==> src/rtl/ibex_pkg.sv <==
// Shared types and helpers for the lightweight Ibex load/store unit.
// Holds the access-size and FSM-state enums plus byte-enable and write-data alignment helpers.
package ibex_pkg;

  typedef enum logic [1:0] {
    LSU_WORD = 2'b00,
    LSU_HALF = 2'b01,
    LSU_BYTE = 2'b10
  } lsu_type_e;

  typedef enum logic [2:0] {
    LSU_IDLE            = 3'd0,
    LSU_WAIT_GNT_MIS    = 3'd1,
    LSU_WAIT_RVALID_MIS = 3'd2,
    LSU_WAIT_GNT        = 3'd3,
    LSU_WAIT_RVALID     = 3'd4
  } lsu_state_e;

  // The unused type encoding 2'b11 is handled as a word everywhere in the unit.
  function automatic logic lsu_is_misaligned(input lsu_type_e typ, input logic [1:0] off);
    logic mis;
    case (typ)
      LSU_HALF: mis = (off == 2'b11);
      LSU_BYTE: mis = 1'b0;
      default:  mis = (off != 2'b00);
    endcase
    return mis;
  endfunction

  function automatic logic [3:0] lsu_be(input lsu_type_e typ, input logic [1:0] off,
                                        input logic second);
    logic [3:0] be;
    case (typ)
      LSU_HALF: begin
        if (off == 2'b11) be = second ? 4'b0001 : 4'b1000;
        else              be = 4'b0011 << off;
      end
      LSU_BYTE: be = 4'b0001 << off;
      default:  be = second ? (4'b1111 >> (3'd4 - {1'b0, off})) : (4'b1111 << off);
    endcase
    return be;
  endfunction

  function automatic logic [31:0] lsu_wdata_rotate(input logic [31:0] wdata, input logic [1:0] off);
    logic [31:0] rot;
    case (off)
      2'd1:    rot = {wdata[23:0], wdata[31:24]};
      2'd2:    rot = {wdata[15:0], wdata[31:16]};
      2'd3:    rot = {wdata[7:0],  wdata[31:8]};
      default: rot = wdata;
    endcase
    return rot;
  endfunction

endpackage

==> src/rtl/ibex_lsu_rdata_align.sv <==
// Combinational load-data path: merges the two halves of a split access,
// shifts the addressed bytes down to bit 0 and zero- or sign-extends them.
module ibex_lsu_rdata_align
  import ibex_pkg::*;
(
  input  logic [31:0] i_rdata_first,
  input  logic [31:0] i_rdata_second,
  input  logic [1:0]  i_off,
  input  logic        i_split,
  input  lsu_type_e   i_type,
  input  logic        i_sign_ext,
  output logic [31:0] o_rdata
);

  logic [31:0] w_merged;
  logic [31:0] w_shifted;
  logic [31:0] w_data;

  // A split access keeps the upper bytes of the first word as the low result bytes.
  always_comb begin
    case (i_off)
      2'd1:    w_merged = {i_rdata_second[7:0],  i_rdata_first[31:8]};
      2'd2:    w_merged = {i_rdata_second[15:0], i_rdata_first[31:16]};
      2'd3:    w_merged = {i_rdata_second[23:0], i_rdata_first[31:24]};
      default: w_merged = i_rdata_second;
    endcase
  end

  assign w_shifted = i_rdata_second >> {i_off, 3'b000};
  assign w_data    = i_split ? w_merged : w_shifted;

  always_comb begin
    case (i_type)
      LSU_HALF: o_rdata = {{16{i_sign_ext & w_data[15]}}, w_data[15:0]};
      LSU_BYTE: o_rdata = {{24{i_sign_ext & w_data[7]}},  w_data[7:0]};
      default:  o_rdata = w_data;
    endcase
  end

endmodule

==> src/rtl/ibex_load_store_unit_lite.sv <==
// Lightweight load/store unit: one outstanding data-bus transaction, with misaligned
// accesses either split into two word-aligned parts or rejected as errors.
module ibex_load_store_unit_lite
  import ibex_pkg::*;
#(
  parameter bit MisalignedEn = 1'b1
) (
  input  logic        clk_i,
  input  logic        rst_i,

  input  logic        lsu_req_i,
  input  logic        lsu_we_i,
  input  logic [1:0]  lsu_type_i,
  input  logic        lsu_sign_ext_i,
  input  logic [31:0] lsu_addr_i,
  input  logic [31:0] lsu_wdata_i,
  output logic        lsu_req_done_o,

  output logic        data_req_o,
  input  logic        data_gnt_i,
  input  logic        data_rvalid_i,
  input  logic        data_err_i,
  output logic [31:0] data_addr_o,
  output logic        data_we_o,
  output logic [3:0]  data_be_o,
  output logic [31:0] data_wdata_o,
  input  logic [31:0] data_rdata_i,

  output logic [31:0] lsu_rdata_o,
  output logic        lsu_rdata_valid_o,
  output logic        lsu_resp_valid_o,
  output logic        lsu_resp_err_o,
  output logic        busy_o
);

  lsu_state_e  r_state;
  logic [31:0] r_rdata_q;
  logic        r_err_q;
  lsu_type_e   r_type_q;
  logic [1:0]  r_off_q;
  logic        r_we_q;
  logic        r_sign_q;
  logic        r_split_q;

  lsu_type_e   w_type_in;
  logic [1:0]  w_off_in;
  logic        w_mis_in;
  logic        w_mis_err;
  logic        w_idle;
  logic        w_second;
  lsu_type_e   w_type;
  logic [1:0]  w_off;
  logic [31:0] w_word_addr;

  assign w_type_in = lsu_type_e'(lsu_type_i);
  assign w_off_in  = lsu_addr_i[1:0];
  assign w_mis_in  = lsu_is_misaligned(w_type_in, w_off_in);
  assign w_mis_err = lsu_req_i & w_mis_in & ~MisalignedEn;
  assign w_idle    = (r_state == LSU_IDLE);
  assign w_second  = (r_state == LSU_WAIT_GNT) & r_split_q;

  // Once a request is accepted, size and offset come from the latched copy.
  assign w_type      = w_idle ? w_type_in : r_type_q;
  assign w_off       = w_idle ? w_off_in  : r_off_q;
  assign w_word_addr = {lsu_addr_i[31:2], 2'b00};

  assign data_addr_o  = w_second ? (w_word_addr + 32'd4) : w_word_addr;
  assign data_be_o    = lsu_be(w_type, w_off, w_second);
  assign data_wdata_o = lsu_wdata_rotate(lsu_wdata_i, w_off);
  assign data_we_o    = lsu_we_i;
  assign busy_o       = ~w_idle;

  always_ff @(posedge clk_i) begin
    if (rst_i) begin
      r_state   <= LSU_IDLE;
      r_rdata_q <= 32'd0;
      r_err_q   <= 1'b0;
      r_type_q  <= LSU_WORD;
      r_off_q   <= 2'd0;
      r_we_q    <= 1'b0;
      r_sign_q  <= 1'b0;
      r_split_q <= 1'b0;
    end else begin
      case (r_state)
        LSU_IDLE: begin
          if (lsu_req_i) begin
            r_type_q  <= w_type_in;
            r_off_q   <= w_off_in;
            r_we_q    <= lsu_we_i;
            r_sign_q  <= lsu_sign_ext_i;
            r_split_q <= w_mis_in;
            r_err_q   <= 1'b0;
            if (!w_mis_err) begin
              if (w_mis_in) r_state <= data_gnt_i ? LSU_WAIT_RVALID_MIS : LSU_WAIT_GNT_MIS;
              else          r_state <= data_gnt_i ? LSU_WAIT_RVALID     : LSU_WAIT_GNT;
            end
          end
        end
        LSU_WAIT_GNT_MIS: begin
          if (data_gnt_i) r_state <= LSU_WAIT_RVALID_MIS;
        end
        LSU_WAIT_RVALID_MIS: begin
          if (data_rvalid_i) begin
            r_rdata_q <= data_rdata_i;
            r_err_q   <= data_err_i;
            r_state   <= LSU_WAIT_GNT;
          end
        end
        LSU_WAIT_GNT: begin
          if (data_gnt_i) r_state <= LSU_WAIT_RVALID;
        end
        LSU_WAIT_RVALID: begin
          if (data_rvalid_i) r_state <= LSU_IDLE;
        end
        default: r_state <= LSU_IDLE;
      endcase
    end
  end

  // Handshake outputs are combinational and all forced low during reset.
  always_comb begin
    data_req_o       = 1'b0;
    lsu_req_done_o   = 1'b0;
    lsu_resp_valid_o = 1'b0;
    lsu_resp_err_o   = 1'b0;
    case (r_state)
      LSU_IDLE: begin
        data_req_o       = lsu_req_i & ~w_mis_err;
        lsu_req_done_o   = w_mis_err | (lsu_req_i & data_gnt_i & ~w_mis_in);
        lsu_resp_valid_o = w_mis_err;
        lsu_resp_err_o   = w_mis_err;
      end
      LSU_WAIT_GNT_MIS: begin
        data_req_o = 1'b1;
      end
      LSU_WAIT_GNT: begin
        data_req_o     = 1'b1;
        lsu_req_done_o = data_gnt_i;
      end
      LSU_WAIT_RVALID: begin
        lsu_resp_valid_o = data_rvalid_i;
        lsu_resp_err_o   = data_rvalid_i & (r_err_q | data_err_i);
      end
      default: ;
    endcase
    if (rst_i) begin
      data_req_o       = 1'b0;
      lsu_req_done_o   = 1'b0;
      lsu_resp_valid_o = 1'b0;
      lsu_resp_err_o   = 1'b0;
    end
  end

  assign lsu_rdata_valid_o = lsu_resp_valid_o & ~r_we_q & ~lsu_resp_err_o;

  ibex_lsu_rdata_align u_rdata_align (
    .i_rdata_first  (r_rdata_q),
    .i_rdata_second (data_rdata_i),
    .i_off          (r_off_q),
    .i_split        (r_split_q),
    .i_type         (r_type_q),
    .i_sign_ext     (r_sign_q),
    .o_rdata        (lsu_rdata_o)
  );

endmodule
==> config.mk <==
export PLATFORM = sky130hd
export DESIGN_NAME = ibex_load_store_unit_lite
export DESIGN_NICKNAME = d
export VERILOG_FILES = /design/src/rtl/ibex_pkg.sv /design/src/rtl/ibex_lsu_rdata_align.sv /design/src/rtl/ibex_load_store_unit_lite.sv
export SDC_FILE = /design/constraint.sdc
export NUM_CORES = 1
export LEC_CHECK = 0
export ABC_AREA = 1
export BUFFER_PORTS_ARGS = -buffer_cell sky130_fd_sc_hd__buf_2
export CAP_MARGIN = 25
export CORE_UTILIZATION = 54
export CTS_CLUSTER_SIZE = 12
export DETAILED_ROUTE_END_ITERATION = 16
export PLACE_DENSITY = 0.88
export SLEW_MARGIN = 20
export SYNTH_ARGS = -nofsm -noshare
export SYNTH_HDL_FRONTEND = slang
export SYNTH_SLANG_ARGS = --single-unit
==> constraint.sdc <==
create_clock -name clk_i -period 3.8 [get_ports clk_i]
set_input_delay 0.19 -clock clk_i [delete_from_list [all_inputs] [get_ports clk_i]]
set_output_delay 0.19 -clock clk_i [all_outputs]
set_load 0.03 [all_outputs]
== Word-level counts from Yosys, hierarchy flattened ==
Cells that the tools add are included.

* Add/subtract/negate cells: 2
* Multipliers: 0
* Div/mod/pow operators: 0
* Order comparisons: 0
* Equal/unequal tests: 22
* Shifts and indexed selects: 5
* Mux-type cells: 32
* Bitwise operators: 13
* Reduce and logical (&&, ||, !) cells: 8

{| class="wikitable"
|+ Operators by type and width
! cell !! count
|-
| $pmux W32 S3 || 2
|-
| $mux W32 || 2
|-
| $pmux W32 S2 || 1
|-
| $add A32 B3 Y32 const B || 1
|-
| $shr A32 B5 Y32 || 1
|-
| $mux W3 || 7
|-
| $eq A2 B2 Y1 const B || 8
|-
| $pmux W3 S5 || 1
|-
| $mux W4 || 3
|-
| $eq A2 B1 Y1 const B || 5
|-
| $ne A2 B2 Y1 const B || 5
|-
| $and A1 B1 Y1 || 8
|-
| $mux W1 || 8
|-
| $pmux W1 S2 || 4
|-
| $pmux W4 S2 || 1
|-
| $eq A3 B2 Y1 const B || 2
|-
| $mux W2 || 3
|-
| $reduce_and A5 Y1 || 1
|-
| $not A1 Y1 || 4
|-
| $reduce_and A2 Y1 || 2
|-
| $reduce_bool A2 Y1 || 2
|-
| $shl A1 B2 Y4 const A || 1
|-
| $shl A2 B2 Y4 const A || 1
|-
| $shl A4 B2 Y4 const A || 1
|-
| other kinds (8) || 8
|}

* Register bits after elaboration: 43
* Bits in latches: 0
* Bits in writable memories: 0
* ROM bits: 0
* Bits of input ports: 106
* Output and inout port bits: 107
* Word-level logic and storage cells: 90
* Memories kept: 0

== Depth between registers and ports, before layout ==
* Word-level depth: 6
* Mapped depth: 11
* Depth with buffers taken out: 11

== Hierarchy ==
Synthesis repeated with hierarchy kept, for this count alone.

* Cells, all modules: 1044
* Area total of the unflattened synthesis: 5570.3 sq um

{| class="wikitable"
|+ By module, submodules not included
! module !! instances !! cells an instance !! area an instance (sq um) !! sequential area each (sq um)
|-
| ibex_load_store_unit_lite || 1 || 630 || 3651.0 || 860.8
|-
| ibex_lsu_rdata_align || 1 || 414 || 1919.3 || 0.0
|}

== Worst setup path before layout ==
OpenSTA, ideal clock, no wires.

* Path type: register -> output
* Start: register r_state[1]
* End: output data_wdata_o[10]
* Arrival time: 2496 ps
* Required time: 3610 ps
* Path slack: 1114 ps
* Cell stages (with the launch flop): 10
* Path buffers: 1
* Cell sequence: dfxtp_1 nor2_1 nand2_2 o21ai_0 ha_1 inv_1 clkbuf_1 o22ai_1 a21oi_1 o21ai_0

* Cells in the longest elaborated chain, start to end: 4
* Elaborated cells on any way between the ends: 6
* Classes of those cells: 3 x eq/ne; 2 x mux; 1 x reduce/logical

{| class="wikitable"
|+ RTL lines
! what !! line !! RTL
|-
| start: declaration || ibex_load_store_unit_lite.sv:36 || <nowiki>lsu_state_e r_state;</nowiki>
|-
| start signal: assignment || ibex_load_store_unit_lite.sv:94 || <nowiki>if (w_mis_in) r_state <= data_gnt_i ? LSU_WAIT_RVALID_MIS : LSU_WAIT_GNT_MIS;</nowiki>
|-
| start signal: assignment || ibex_load_store_unit_lite.sv:95 || <nowiki>else r_state <= data_gnt_i ? LSU_WAIT_RVALID : LSU_WAIT_GNT;</nowiki>
|-
| $logic_not A3 Y1 (*) || ibex_load_store_unit_lite.sv:59 || <nowiki>assign w_idle = (r_state == LSU_IDLE);</nowiki>
|-
| $mux W2 (*) || ibex_load_store_unit_lite.sv:64 || <nowiki>assign w_off = w_idle ? w_off_in : r_off_q;</nowiki>
|-
| $eq A2 B2 Y1 / $eq A2 B1 Y1 (equally long branches) || ibex_pkg.sv:46 || <nowiki>case (off)</nowiki>
|-
| $pmux W32 S3 (*) || ibex_pkg.sv:46 ||
|-
| end: declaration || ibex_load_store_unit_lite.sv:26 || <nowiki>output logic [31:0] data_wdata_o,</nowiki>
|}

Every way passes the cells marked *; elsewhere a longest branch is shown, timed or not.

== Final worst setup path ==
* Start: register r_off_q[1]
* End: output lsu_rdata_o[18]

* Cells in the longest elaborated chain, start to end: 5
* Elaborated cells on any way between the ends: 9
* Classes of those cells: 3 x eq/ne; 1 x shift; 3 x mux; 2 x bitwise

{| class="wikitable"
|+ RTL lines
! what !! line !! RTL
|-
| start: declaration || ibex_load_store_unit_lite.sv:40 || <nowiki>logic [1:0] r_off_q;</nowiki>
|-
| start signal: assignment || ibex_load_store_unit_lite.sv:88 || <nowiki>r_off_q <= w_off_in;</nowiki>
|-
| parallel branches: the longest is 2 deep, another holds $shr A32 B5 Y32 || n/a ||
|-
| $mux W32 (*) || ibex_lsu_rdata_align.sv:30 || <nowiki>assign w_data = i_split ? w_merged : w_shifted;</nowiki>
|-
| $and A1 B1 Y1 (on tied branches) || ibex_lsu_rdata_align.sv:35, ibex_lsu_rdata_align.sv:34 ||
|-
| $pmux W32 S2 (*) || ibex_lsu_rdata_align.sv:33 || <nowiki>case (i_type)</nowiki>
|-
| end: declaration || ibex_load_store_unit_lite.sv:29 || <nowiki>output logic [31:0] lsu_rdata_o,</nowiki>
|}

Every way passes the cells marked *.

==> flow_summary.yaml <==
floorplanning:
  die_h_um: 101
  io_pins: 213
  die_w_um: 101
  coreArea_mm2: 0.00937
  rows: 35
  dieArea_mm2: 0.0102
  start_util: 0.563
synthesis:
  synth_warnings: 0
  yosysTopAreaCell: "nand2_1"
  synth.cell_area_mm2: 0.00528
  postSynthCellCount: 1023
  yosys-top-cells-area: "nand2_1, dfxtp_1, o21ai_0, a21oi_1, inv_1"
  synth-xor-area-share: 0.0299
  synth_adder_area_share: 0.0285
  synth-seq-cells: 35
  netlist.area_leader.share: 0.249
  synth_top_family_by_area: "simple AND/OR/NAND/NOR gates"
  syn-mean-instance-area_um2: 5.16
  synth-simple-area-share: 0.414
  synth_compound_area_frac: 0.260
  yosysSeqAreaShare: 0.133
  synth_cell_types: 36
  synth_mux_area_frac: 0
sta:
  fin_crit_ns: 3.31
  rsz0062_at_grt: "no"
  finalCritPeriodShare: 0.871
  fin_setup_tns_ns: 0
  hold-worst-slack_ns: 0.169
  setup_viol: 0
  clock.fmax_mhz: 302
  hold_viol: 0
  worst_pin_slew_ns: 0.985
  slew_violations: 0
  relSlewSlack: 0.343
  finClkSkew_ns: 0.00493
power_and_ir_drop:
  total_leakage_power_nw: 3.36
  power-per-cell-area_mw_per_mm2: 869
  max-vdd-ir-drop_uv: 585
critical_path:
  criticalPathCategory: "flop to output port"
  cp_cell_sequence: "nand2_1 -> inv_2 -> a21oi_1 -> nand3_1 -> nand3_2 -> nand3_1 -> buf_2"
  crit_top_cell: "nand3_1"
  crit_path_max_fanout: 24
  crit_path_end_kind: "output port"
  slowest_delay_ns: 0.82
  critPathSlowestCell: "dfxtp_1"
  crit_path_start_kind: "flop"
  cp.required_ns: 3.61
  crit_arrival_ns: 3.12
global_route:
  grt_start_max_net_pins: 68
  grt_pass1_vias: 6101
  grt_pass1_wl_um: 28300
  grt_use_total: 0.344
  antenna_found_initial: 0
  grt-ovfl-total: 0
detailed_routing:
  wire_per_inst_um: 13.7
  drc_errors: 0
  drt-initial-drc-count: 936
  drtPass1Iterations: 6
  vias_per_cell: 5.62
  drt_wl_total_um: 18100
  vias: 7431
  ant_nets: 0
clocking:
  cts_max_level: 2
  cts_buffer_depth: 2
  path_clk_slew_ns: 0.08
  postCtsSetupBuffers: 0
  cts-root-buf: "clkbuf_8"
  numCtsBuffers: 5
  clk_latency_ns: 0.29
  cts_sinks: 35
  cts.hold.buffers_added: 0
  tritoncts: "built"
  ctsResizeCount: 0
placement:
  io_buffers: 210
  place.gp.congestion: 0.962
  place_area_mm2: 0.00630
  dpl.hpwl_um: 13700
final_layout:
  stdcell_area_mm2: 0.00642
  syn_to_final_growth_pct: 21.7
  fillers: 939
  antenna_cells: 0
  final_nets: 1311
  layout-drive-gt1-share: 0.212
min_path:
  hold_class: "input port to flop"
outcome:
  status: "finished, final reports clean"
flow_run:
  maxCapViolations: 0
## where the power goes
part           internal (W)  total (W)  switching [W]
combinational       0.00131    0.00463        0.00333
clock              0.000216   0.000371       0.000155
sequential         0.000458   0.000576       0.000117
## cell families (layout without fill, tap and decap cells)
kind of cell               Yosys count  count (layout)
AOI/OAI and AO/OA                  253             253
other                                1               2
xor gates and xnor gates            18              18
buffers and inverters              174             344
DFF                                 35              35
and+or+nand+nor                    530             530
adders and majority gates           12              12
## area by class of cell
cell class	count	area (um2)	share of cell area
multi-input cells	815	3880	0.604
repair buffers	220	1130	0.175
flip-flops and latches	35	701	0.109
inverters	116	435	0.0678
well taps	129	161	0.0251
clock buffers	6	82.6	0.0129
clock inverters	2	38.8	0.00604
## final timing paths
path	slack (ns)	depth (start not counted)	endpoint	startpoint
setup / recovery	0.49	7	lsu_rdata_o[18]	r_off_q[1]$_SDFFE_PP0N_
hold / removal	0.17	3	r_err_q$_SDFFE_PP0P_	data_err_i
setup reg to reg	1.90	6	r_rdata_q[8]$_SDFFE_PP0P_	r_state[1]$_SDFFE_PP0P_
hold reg to reg	0.45	2	r_rdata_q[12]$_SDFFE_PP0P_	r_rdata_q[12]$_SDFFE_PP0P_
## metal layers
| layer | track usage | wire length (um) | vias to the layer above |
|---|---|---|---|
| met1 | 0.456 | 7200 | 3197 |
| li1 | - | - | 3657 |
| met3 | 0.0631 | 2270 | 77 |
| met2 | 0.540 | 7930 | 500 |
| met4 | 0.158 | 735 | 0 |
| met5 | 0 | 0 | - |
## registers in the layout, summed over array words and instances, names as in the netlist
name       count
r_we_q         1
r_rdata_q     24
r_off_q        2
r_split_q      1
r_sign_q       1
r_state        3
r_err_q        1
r_type_q       2
## worst max-delay path: cells and delay by family (launching register included)
kind | cells | cell delay [ns]
AOI/OAI and AO/OA | 1 | 0.12
buffers and inverters | 2 | 0.61
and+or+nand+nor | 4 | 1.26
DFF | 1 | 0.82
## per-stage QoR
step | worst slack (ns) | std cells | power (W) | utilization
2_1_floorplan | 1.11 | 1024 | 0.00396 | -
3_3_place_gp | 0.971 | 1315 | 0.00510 | 0.672
3_5_place_dp | 0.915 | 1315 | 0.00514 | 0.672
4_1_cts | 0.585 | 1323 | 0.00551 | 0.685
5_1_grt | 0.291 | 1323 | 0.00600 | 0.685
6_report | 0.492 | 1323 | 0.00558 | 0.685
## cells in the final DEF, fill, tap and decap left out, types with 6 or more instances in the layout
master / n
o21ai_0: 100
o22ai_1: 33
buf_4: 10
ha_1: 11
nand2_1: 350
inv_1: 111
dfxtp_1: 35
o211ai_1: 11
xor2_1: 10
nand3_1: 79
xnor2_1: 8
a21oi_1: 95
nor2_1: 71
buf_2: 210
clkbuf_8: 6
## synth_stat cells, drive strengths merged
master,n
nor3,5
clkbuf,32
nor2,77
and3b,1
ha,12
nor3b,2
or2,5
a21oi,95
dfxtp,35
o22ai,33
conb,1
and2,1
xnor2,8
o21ai,102
o211ai,11
a211oi,3
inv,116
o21a,4
nand4,1
buf,26
o2111ai,3
a32oi,1
nand3,82
o21bai,1
nand2,354
xor2,10
nand3b,2
(Power assumes the default switching activity.)
